## src/rtl/chamber_chain_sequencer_pkg.sv

```systemverilog
// Shared types for the chamber chain sequencer: op codes, per-chamber states
// and the power-on op table pattern.
package mfda_seq_pkg;

  typedef enum logic [1:0] {
    OP_MIX    = 2'd0,
    OP_FILTER = 2'd1,
    OP_HEAT   = 2'd2,
    OP_DETECT = 2'd3
  } op_e;

  typedef enum logic [2:0] {
    ST_EMPTY   = 3'd0,
    ST_FILL    = 3'd1,
    ST_PROCESS = 3'd2,
    ST_READY   = 3'd3,
    ST_DRAIN   = 3'd4
  } stage_state_e;

  // Default op for chamber k cycles MIX, FILTER, HEAT, DETECT along the chain.
  function automatic op_e reset_op(input int k);
    logic [31:0] w_k;
    logic [1:0]  w_lo;
    w_k  = k;
    w_lo = w_k[1:0];
    return op_e'(w_lo);
  endfunction

endpackage

```

## src/rtl/chamber_chain_sequencer_stage.sv

```systemverilog
// One chamber of the chain: EMPTY -> FILL -> PROCESS -> READY -> DRAIN -> EMPTY,
// with a shared down-counter timing the valve and process phases.
module chamber_stage_fsm
  import mfda_seq_pkg::*;
#(
  parameter int DWELL_W = 8,
  parameter int CNT_W   = 8
) (
  input  logic               clk,
  input  logic               rst,
  input  logic               start_fill,
  input  logic               downstream_free,
  input  logic [DWELL_W-1:0] dwell,
  input  logic [CNT_W-1:0]   xfer,
  output stage_state_e       state,
  output logic               valve,
  output logic               ready
);

  stage_state_e     r_state;
  logic [CNT_W-1:0] r_cnt;
  logic             w_cnt_done;

  assign w_cnt_done = (r_cnt == '0);

  always_ff @(posedge clk) begin
    if (rst) begin
      r_state <= ST_EMPTY;
      r_cnt   <= '0;
    end else begin
      case (r_state)
        ST_EMPTY: begin
          if (start_fill) begin
            r_state <= ST_FILL;
            r_cnt   <= xfer - CNT_W'(1);
          end
        end
        ST_FILL: begin
          // A zero dwell skips processing; the plug is ready as soon as it lands.
          if (w_cnt_done) begin
            if (dwell == '0) begin
              r_state <= ST_READY;
            end else begin
              r_state <= ST_PROCESS;
              r_cnt   <= CNT_W'(dwell) - CNT_W'(1);
            end
          end else begin
            r_cnt <= r_cnt - CNT_W'(1);
          end
        end
        ST_PROCESS: begin
          if (w_cnt_done) r_state <= ST_READY;
          else            r_cnt   <= r_cnt - CNT_W'(1);
        end
        ST_READY: begin
          if (downstream_free) begin
            r_state <= ST_DRAIN;
            r_cnt   <= xfer - CNT_W'(1);
          end
        end
        ST_DRAIN: begin
          if (w_cnt_done) r_state <= ST_EMPTY;
          else            r_cnt   <= r_cnt - CNT_W'(1);
        end
        default: r_state <= ST_EMPTY;
      endcase
    end
  end

  assign state = r_state;
  assign valve = (r_state == ST_FILL);
  assign ready = (r_state == ST_READY);

endmodule

```

## src/rtl/chamber_chain_sequencer.sv

```systemverilog
// Linear chain of NUM_STAGES chambers moving plugs from an injector to a collector,
// with a run-time op/dwell table that may only be rewritten while the chain is idle.
module chamber_chain_sequencer
  import mfda_seq_pkg::*;
#(
  parameter int NUM_STAGES  = 5,
  parameter int DWELL_W     = 8,
  parameter int XFER_CYCLES = 2,
  parameter int STAGE_W     = (NUM_STAGES > 1) ? $clog2(NUM_STAGES) : 1
) (
  input  logic                    clk,
  input  logic                    rst,
  input  logic                    cfg_we,
  input  logic [STAGE_W-1:0]      cfg_stage,
  input  logic [1:0]              cfg_op,
  input  logic [DWELL_W-1:0]      cfg_dwell,
  output logic                    cfg_err,
  input  logic                    in_valid,
  output logic                    in_ready,
  output logic                    out_valid,
  input  logic                    out_ready,
  output logic [NUM_STAGES:0]     valve_open,
  output logic [NUM_STAGES-1:0]   stage_busy,
  output logic [2*NUM_STAGES-1:0] stage_op
);

  localparam int XFER_W = $clog2(XFER_CYCLES + 1);
  localparam int CNT_W  = (DWELL_W > XFER_W) ? DWELL_W : XFER_W;
  localparam logic [CNT_W-1:0]   XFER_L   = CNT_W'(XFER_CYCLES);
  localparam logic [STAGE_W:0]   STAGES_L = (STAGE_W + 1)'(NUM_STAGES);

  op_e                r_op    [NUM_STAGES];
  logic [DWELL_W-1:0] r_dwell [NUM_STAGES];
  logic               r_cfg_err;

  stage_state_e          w_state [NUM_STAGES];
  logic [NUM_STAGES-1:0] w_start;
  logic [NUM_STAGES-1:0] w_dn_free;
  logic [NUM_STAGES-1:0] w_valve;
  logic [NUM_STAGES-1:0] w_ready;
  logic                  w_all_empty;
  logic                  w_in_ready;
  logic                  w_cfg_ok;

  always_comb begin
    w_all_empty = 1'b1;
    for (int k = 0; k < NUM_STAGES; k++) begin
      if (w_state[k] != ST_EMPTY) w_all_empty = 1'b0;
    end
  end

  assign w_in_ready = !rst && (w_state[0] == ST_EMPTY);
  assign w_cfg_ok   = cfg_we && w_all_empty && ({1'b0, cfg_stage} < STAGES_L);

  // Table writes land at the same edge a plug is accepted, so that plug sees them.
  always_ff @(posedge clk) begin
    if (rst) begin
      r_cfg_err <= 1'b0;
      for (int k = 0; k < NUM_STAGES; k++) begin
        r_op[k]    <= reset_op(k);
        r_dwell[k] <= DWELL_W'(1);
      end
    end else begin
      r_cfg_err <= cfg_we && !w_cfg_ok;
      if (w_cfg_ok) begin
        r_op[cfg_stage]    <= op_e'(cfg_op);
        r_dwell[cfg_stage] <= cfg_dwell;
      end
    end
  end

  for (genvar g = 0; g < NUM_STAGES; g++) begin : g_stage
    if (g == 0) begin : g_head
      assign w_start[g] = in_valid && w_in_ready;
    end else begin : g_link
      assign w_start[g] = w_ready[g-1] && (w_state[g] == ST_EMPTY);
    end

    // Downstream is free only once it is fully EMPTY, giving one bubble after each drain.
    if (g == NUM_STAGES - 1) begin : g_tail
      assign w_dn_free[g] = out_ready;
    end else begin : g_mid
      assign w_dn_free[g] = (w_state[g+1] == ST_EMPTY);
    end

    chamber_stage_fsm #(
      .DWELL_W (DWELL_W),
      .CNT_W   (CNT_W)
    ) u_fsm (
      .clk             (clk),
      .rst             (rst),
      .start_fill      (w_start[g]),
      .downstream_free (w_dn_free[g]),
      .dwell           (r_dwell[g]),
      .xfer            (XFER_L),
      .state           (w_state[g]),
      .valve           (w_valve[g]),
      .ready           (w_ready[g])
    );

    assign valve_open[g]       = w_valve[g];
    assign stage_busy[g]       = (w_state[g] != ST_EMPTY);
    assign stage_op[2*g +: 2]  = r_op[g];
  end

  assign valve_open[NUM_STAGES] = (w_state[NUM_STAGES-1] == ST_DRAIN);
  assign out_valid = w_ready[NUM_STAGES-1];
  assign in_ready  = w_in_ready;
  assign cfg_err   = r_cfg_err;

endmodule

```

## config.mk

```make
export PLATFORM = sky130hd
export DESIGN_NAME = chamber_chain_sequencer
export DESIGN_NICKNAME = d
export VERILOG_FILES = /design/src/rtl/chamber_chain_sequencer_pkg.sv /design/src/rtl/chamber_chain_sequencer_stage.sv /design/src/rtl/chamber_chain_sequencer.sv
export SDC_FILE = /design/constraint.sdc
export NUM_CORES = 1
export LEC_CHECK = 0
export BUFFER_PORTS_ARGS = -buffer_cell sky130_fd_sc_hd__buf_2
export CAP_MARGIN = 20
export CORE_MARGIN = 4
export CORE_UTILIZATION = 60
export CTS_CLUSTER_DIAMETER = 120
export DETAILED_ROUTE_END_ITERATION = 12
export PLACE_DENSITY = 0.78
export SETUP_SLACK_MARGIN = 0.5
export SYNTH_ARGS = -nofsm -noshare
export SYNTH_HDL_FRONTEND = slang
export SYNTH_HIERARCHICAL = 1
export SYNTH_SLANG_ARGS = --single-unit
```

## constraint.sdc

```tcl
create_clock -name clk -period 5.25 [get_ports clk]
set_input_delay 1.05 -clock clk [delete_from_list [all_inputs] [get_ports clk]]
set_output_delay 1.05 -clock clk [all_outputs]
set_load 0.01 [all_outputs]
```

==> results.cfg <==
[timing]
setup_viol = 0
slew_headroom = 0.314
final.period_utilization = 0.568
drv_slew = 0
worst_pin_slew_ns = 1.03
min_period_ns = 2.98
hold_violations = 0
postLayoutSetupSlackWorst_ns = 2.27
skew_ns = 0.00809
rsz0062_at_grt = no
finalSetupTns_ns = 0
fmax_mhz = 335

[grt]
grt_pass1_wl_um = 33500
grt_overflow_total = 0
grt_pass1_vias = 6789
grtUsageTotal = 0.258
grt_max_degree = 48
antenna_found_initial = 0

[power_and_ir_drop]
p_leak_nw = 3.64
power_density_mw_per_mm2 = 384
peakVddDrop_uv = 375

[worst_setup_path]
required_ns = 4.20
cp_max_fo = 18
slowest_delay_ns = 0.65
crit_chain = or3b_1 > inv_1 > buf_2
critical_path_class = register to output port
worst_setup_path_end_kind = output port
cp-start-kind = register
critPathArrivalTime_ns = 1.93
slowest_stage = dfxtp_1

[final_layout]
fillers = 1138
multi_input_comb_area_mm2 = 0.00548
regArea_mm2 = 0.00262
syn_to_final_growth_pct = 12.2
antennaDiodeCount = 0
layout.nets = 1103
utilization = 0.688
drive_gt1_frac = 0.119
final_cells = 1247
final_area_mm2 = 0.00912

[hold_path]
worst_hold_path_type = register to register

[synthesis]
synth_edf_count = 50
syn_avg_cell_area_um2 = 8.61
syn_inst = 944
synthArstFlopShare = 0
synth_top_cell_area_share = 0.185
synthXorXnorAreaFrac = 0.0743
yosysWarnings = 6
synth_fa_ha_area_frac = 0.0292
ys.flop_type = dfxtp_1
ys_seq_area_frac = 0.323
synth_area_leader_cell = edfxtp_1
synth.area.top_cells = edfxtp_1 (18%), dfxtp_1 (14%), nor4_2 (5.7%), xnor2_1 (3.8%), xor2_1 (3.7%)
ys_ff_latch = 106
ys_types = 72
synth_top_family_by_area = simple AND/OR/NAND/NOR gates
synthMuxAreaShare = 0.00277
synth_compound_area_frac = 0.207
synth-simple-area-share = 0.307
syn_area_mm2 = 0.00813

[clock_tree]
cts_tree = done
htree_levels = 3
cts_hold_buf = 0
root_buffer = clkbuf_16
postCtsSetupBuffers = 0
cts_buffer_depth = 2
cts-resized-gates = 0
clk_latency_ns = 0.35
numCtsBuffers = 9
clock-sinks = 106
path_clk_slew_ns = 0.07

[route]
wl_um = 20700
drt_iter0_drc = 842
avgViaCountPerCell = 6.08
first_pass_iters = 5
ant_nets = 0
wl_per_cell_um = 16.6
drcViolationCount = 0
vias = 7577

[die]
io_pins = 42
rows = 42
core-area_mm2 = 0.0132
die_w_um = 124
start_util = 0.614
die_area_mm2 = 0.0155
die_y_um = 124

[placed_design]
dp_slack_ns = 2.40
place.detailed.hpwl_um = 14900
gp_congestion = 0.938
place_area_mm2 = 0.00878
portBuffers = 41
dp.cells = 1230

[run]
cap_violations = 0

[outcome]
status = completed
==> sequential cells by signal, summed over array words and instances (netlist names) <==
register	flops
cfg_err	1
r_dwell	40
g_stage.u_fsm/state	15
r_op	10
g_stage.u_fsm/r_cnt	40
==> layer usage <==
| layer | global-route usage | up-vias | share of wire |
|---|---|---|---|
| met2 | 0.413 | 317 | 0.46 |
| met5 | 0 | - | 0 |
| met3 | 0.0347 | 45 | 0.074 |
| met1 | 0.361 | 3517 | 0.44 |
| li1 | - | 3698 | - |
| met4 | 0.0832 | 0 | 0.024 |
==> final cells by class <==
cell class              count  area share
flip-flops and latches    106       0.288
multi-input cells         842       0.601
clock buffers              11      0.0255
repair buffers             44      0.0272
well taps                 176      0.0242
clock inverters             5     0.00878
inverters                  63      0.0259
==> worst max-delay path, delay by kind of cell (launching register included) <==
kind | cells | cell delay, ns
DFF | 1 | 0.65
buffers and inverters | 2 | 0.40
and+or+nand+nor | 1 | 0.53
==> cells by family after synthesis <==
group,Yosys count
compound gates,236
xor+xnor,69
fa+ha+maj,19
buf+inv,110
flops,106
mux,1
other cells,2
simple gates,401
==> where the power goes <==
part	leakage (nW)	switching [mW]	internal (mW)
Clock	0.146	0.309	0.418
Combinational	2.55	1.08	0.572
Sequential	0.942	0.147	0.974
Total	3.64	1.54	1.96
==> synth_stat cells, types with 11 or more instances <==
library cell	instances
nand3_1	29
o211ai_1	13
xnor2_1	35
a21oi_1	59
nor4_2	37
nor4_1	19
xor2_1	34
edfxtp_1	50
a211oi_1	13
nor3_1	55
ha_1	19
nor2_1	57
clkbuf_1	26
and3_1	11
nor2b_1	12
o21ai_0	27
nand2b_1	21
a222oi_1	12
inv_1	59
nand2_1	67
o21ai_1	20
dfxtp_1	56
or3_1	16
==> placed cells by master, fill, tap and decap left out, types with 10 or more instances in the layout <==
| cell | count |
|---|---|
| o21ai_1 | 20 |
| inv_1 | 59 |
| buf_2 | 41 |
| a211oi_1 | 13 |
| a21oi_1 | 59 |
| nor4_1 | 19 |
| nor2b_1 | 12 |
| conb_1 | 116 |
| o211ai_1 | 13 |
| o31ai_1 | 10 |
| nor3_1 | 55 |
| nand2_1 | 66 |
| nand2b_1 | 21 |
| a222oi_1 | 12 |
| dfxtp_1 | 56 |
| o21ai_0 | 27 |
| or3_1 | 16 |
| and3_1 | 11 |
| ha_1 | 19 |
| xnor2_1 | 35 |
| a22oi_1 | 10 |
| nor2_1 | 57 |
| edfxtp_1 | 50 |
| nand3_1 | 29 |
| nor4_2 | 37 |
| xor2_1 | 34 |
==> per-stage QoR <==
step	power, mW	hold WS (ns)
3_3_place_gp	2.67	0.519
2_1_floorplan	2.38	0.489
3_5_place_dp	2.69	0.525
4_1_cts	3.42	0.534
5_1_grt	3.72	0.569
6_report	3.50	0.533
==> worst paths after layout <==
path / start / end / slack, ns / depth (start not counted)
worst max-delay path: g_stage[4].u_fsm/state[0]$_SDFFE_PP0P_ / valve_open[4] / 2.27 / 3
worst min-delay path: g_stage[0].u_fsm/r_cnt[3]$_SDFFE_PP0P_ / g_stage[0].u_fsm/r_cnt[3]$_SDFFE_PP0P_ / 0.53 / 2
worst max register to register: g_stage[1].u_fsm/state[0]$_SDFFE_PP0P_ / r_dwell[3][4]$_SDFFCE_PN0P_ / 2.28 / 4
worst min register to register: g_stage[0].u_fsm/r_cnt[3]$_SDFFE_PP0P_ / g_stage[0].u_fsm/r_cnt[3]$_SDFFE_PP0P_ / 0.53 / 2
Note: power is estimated with default switching activity, not from simulation.
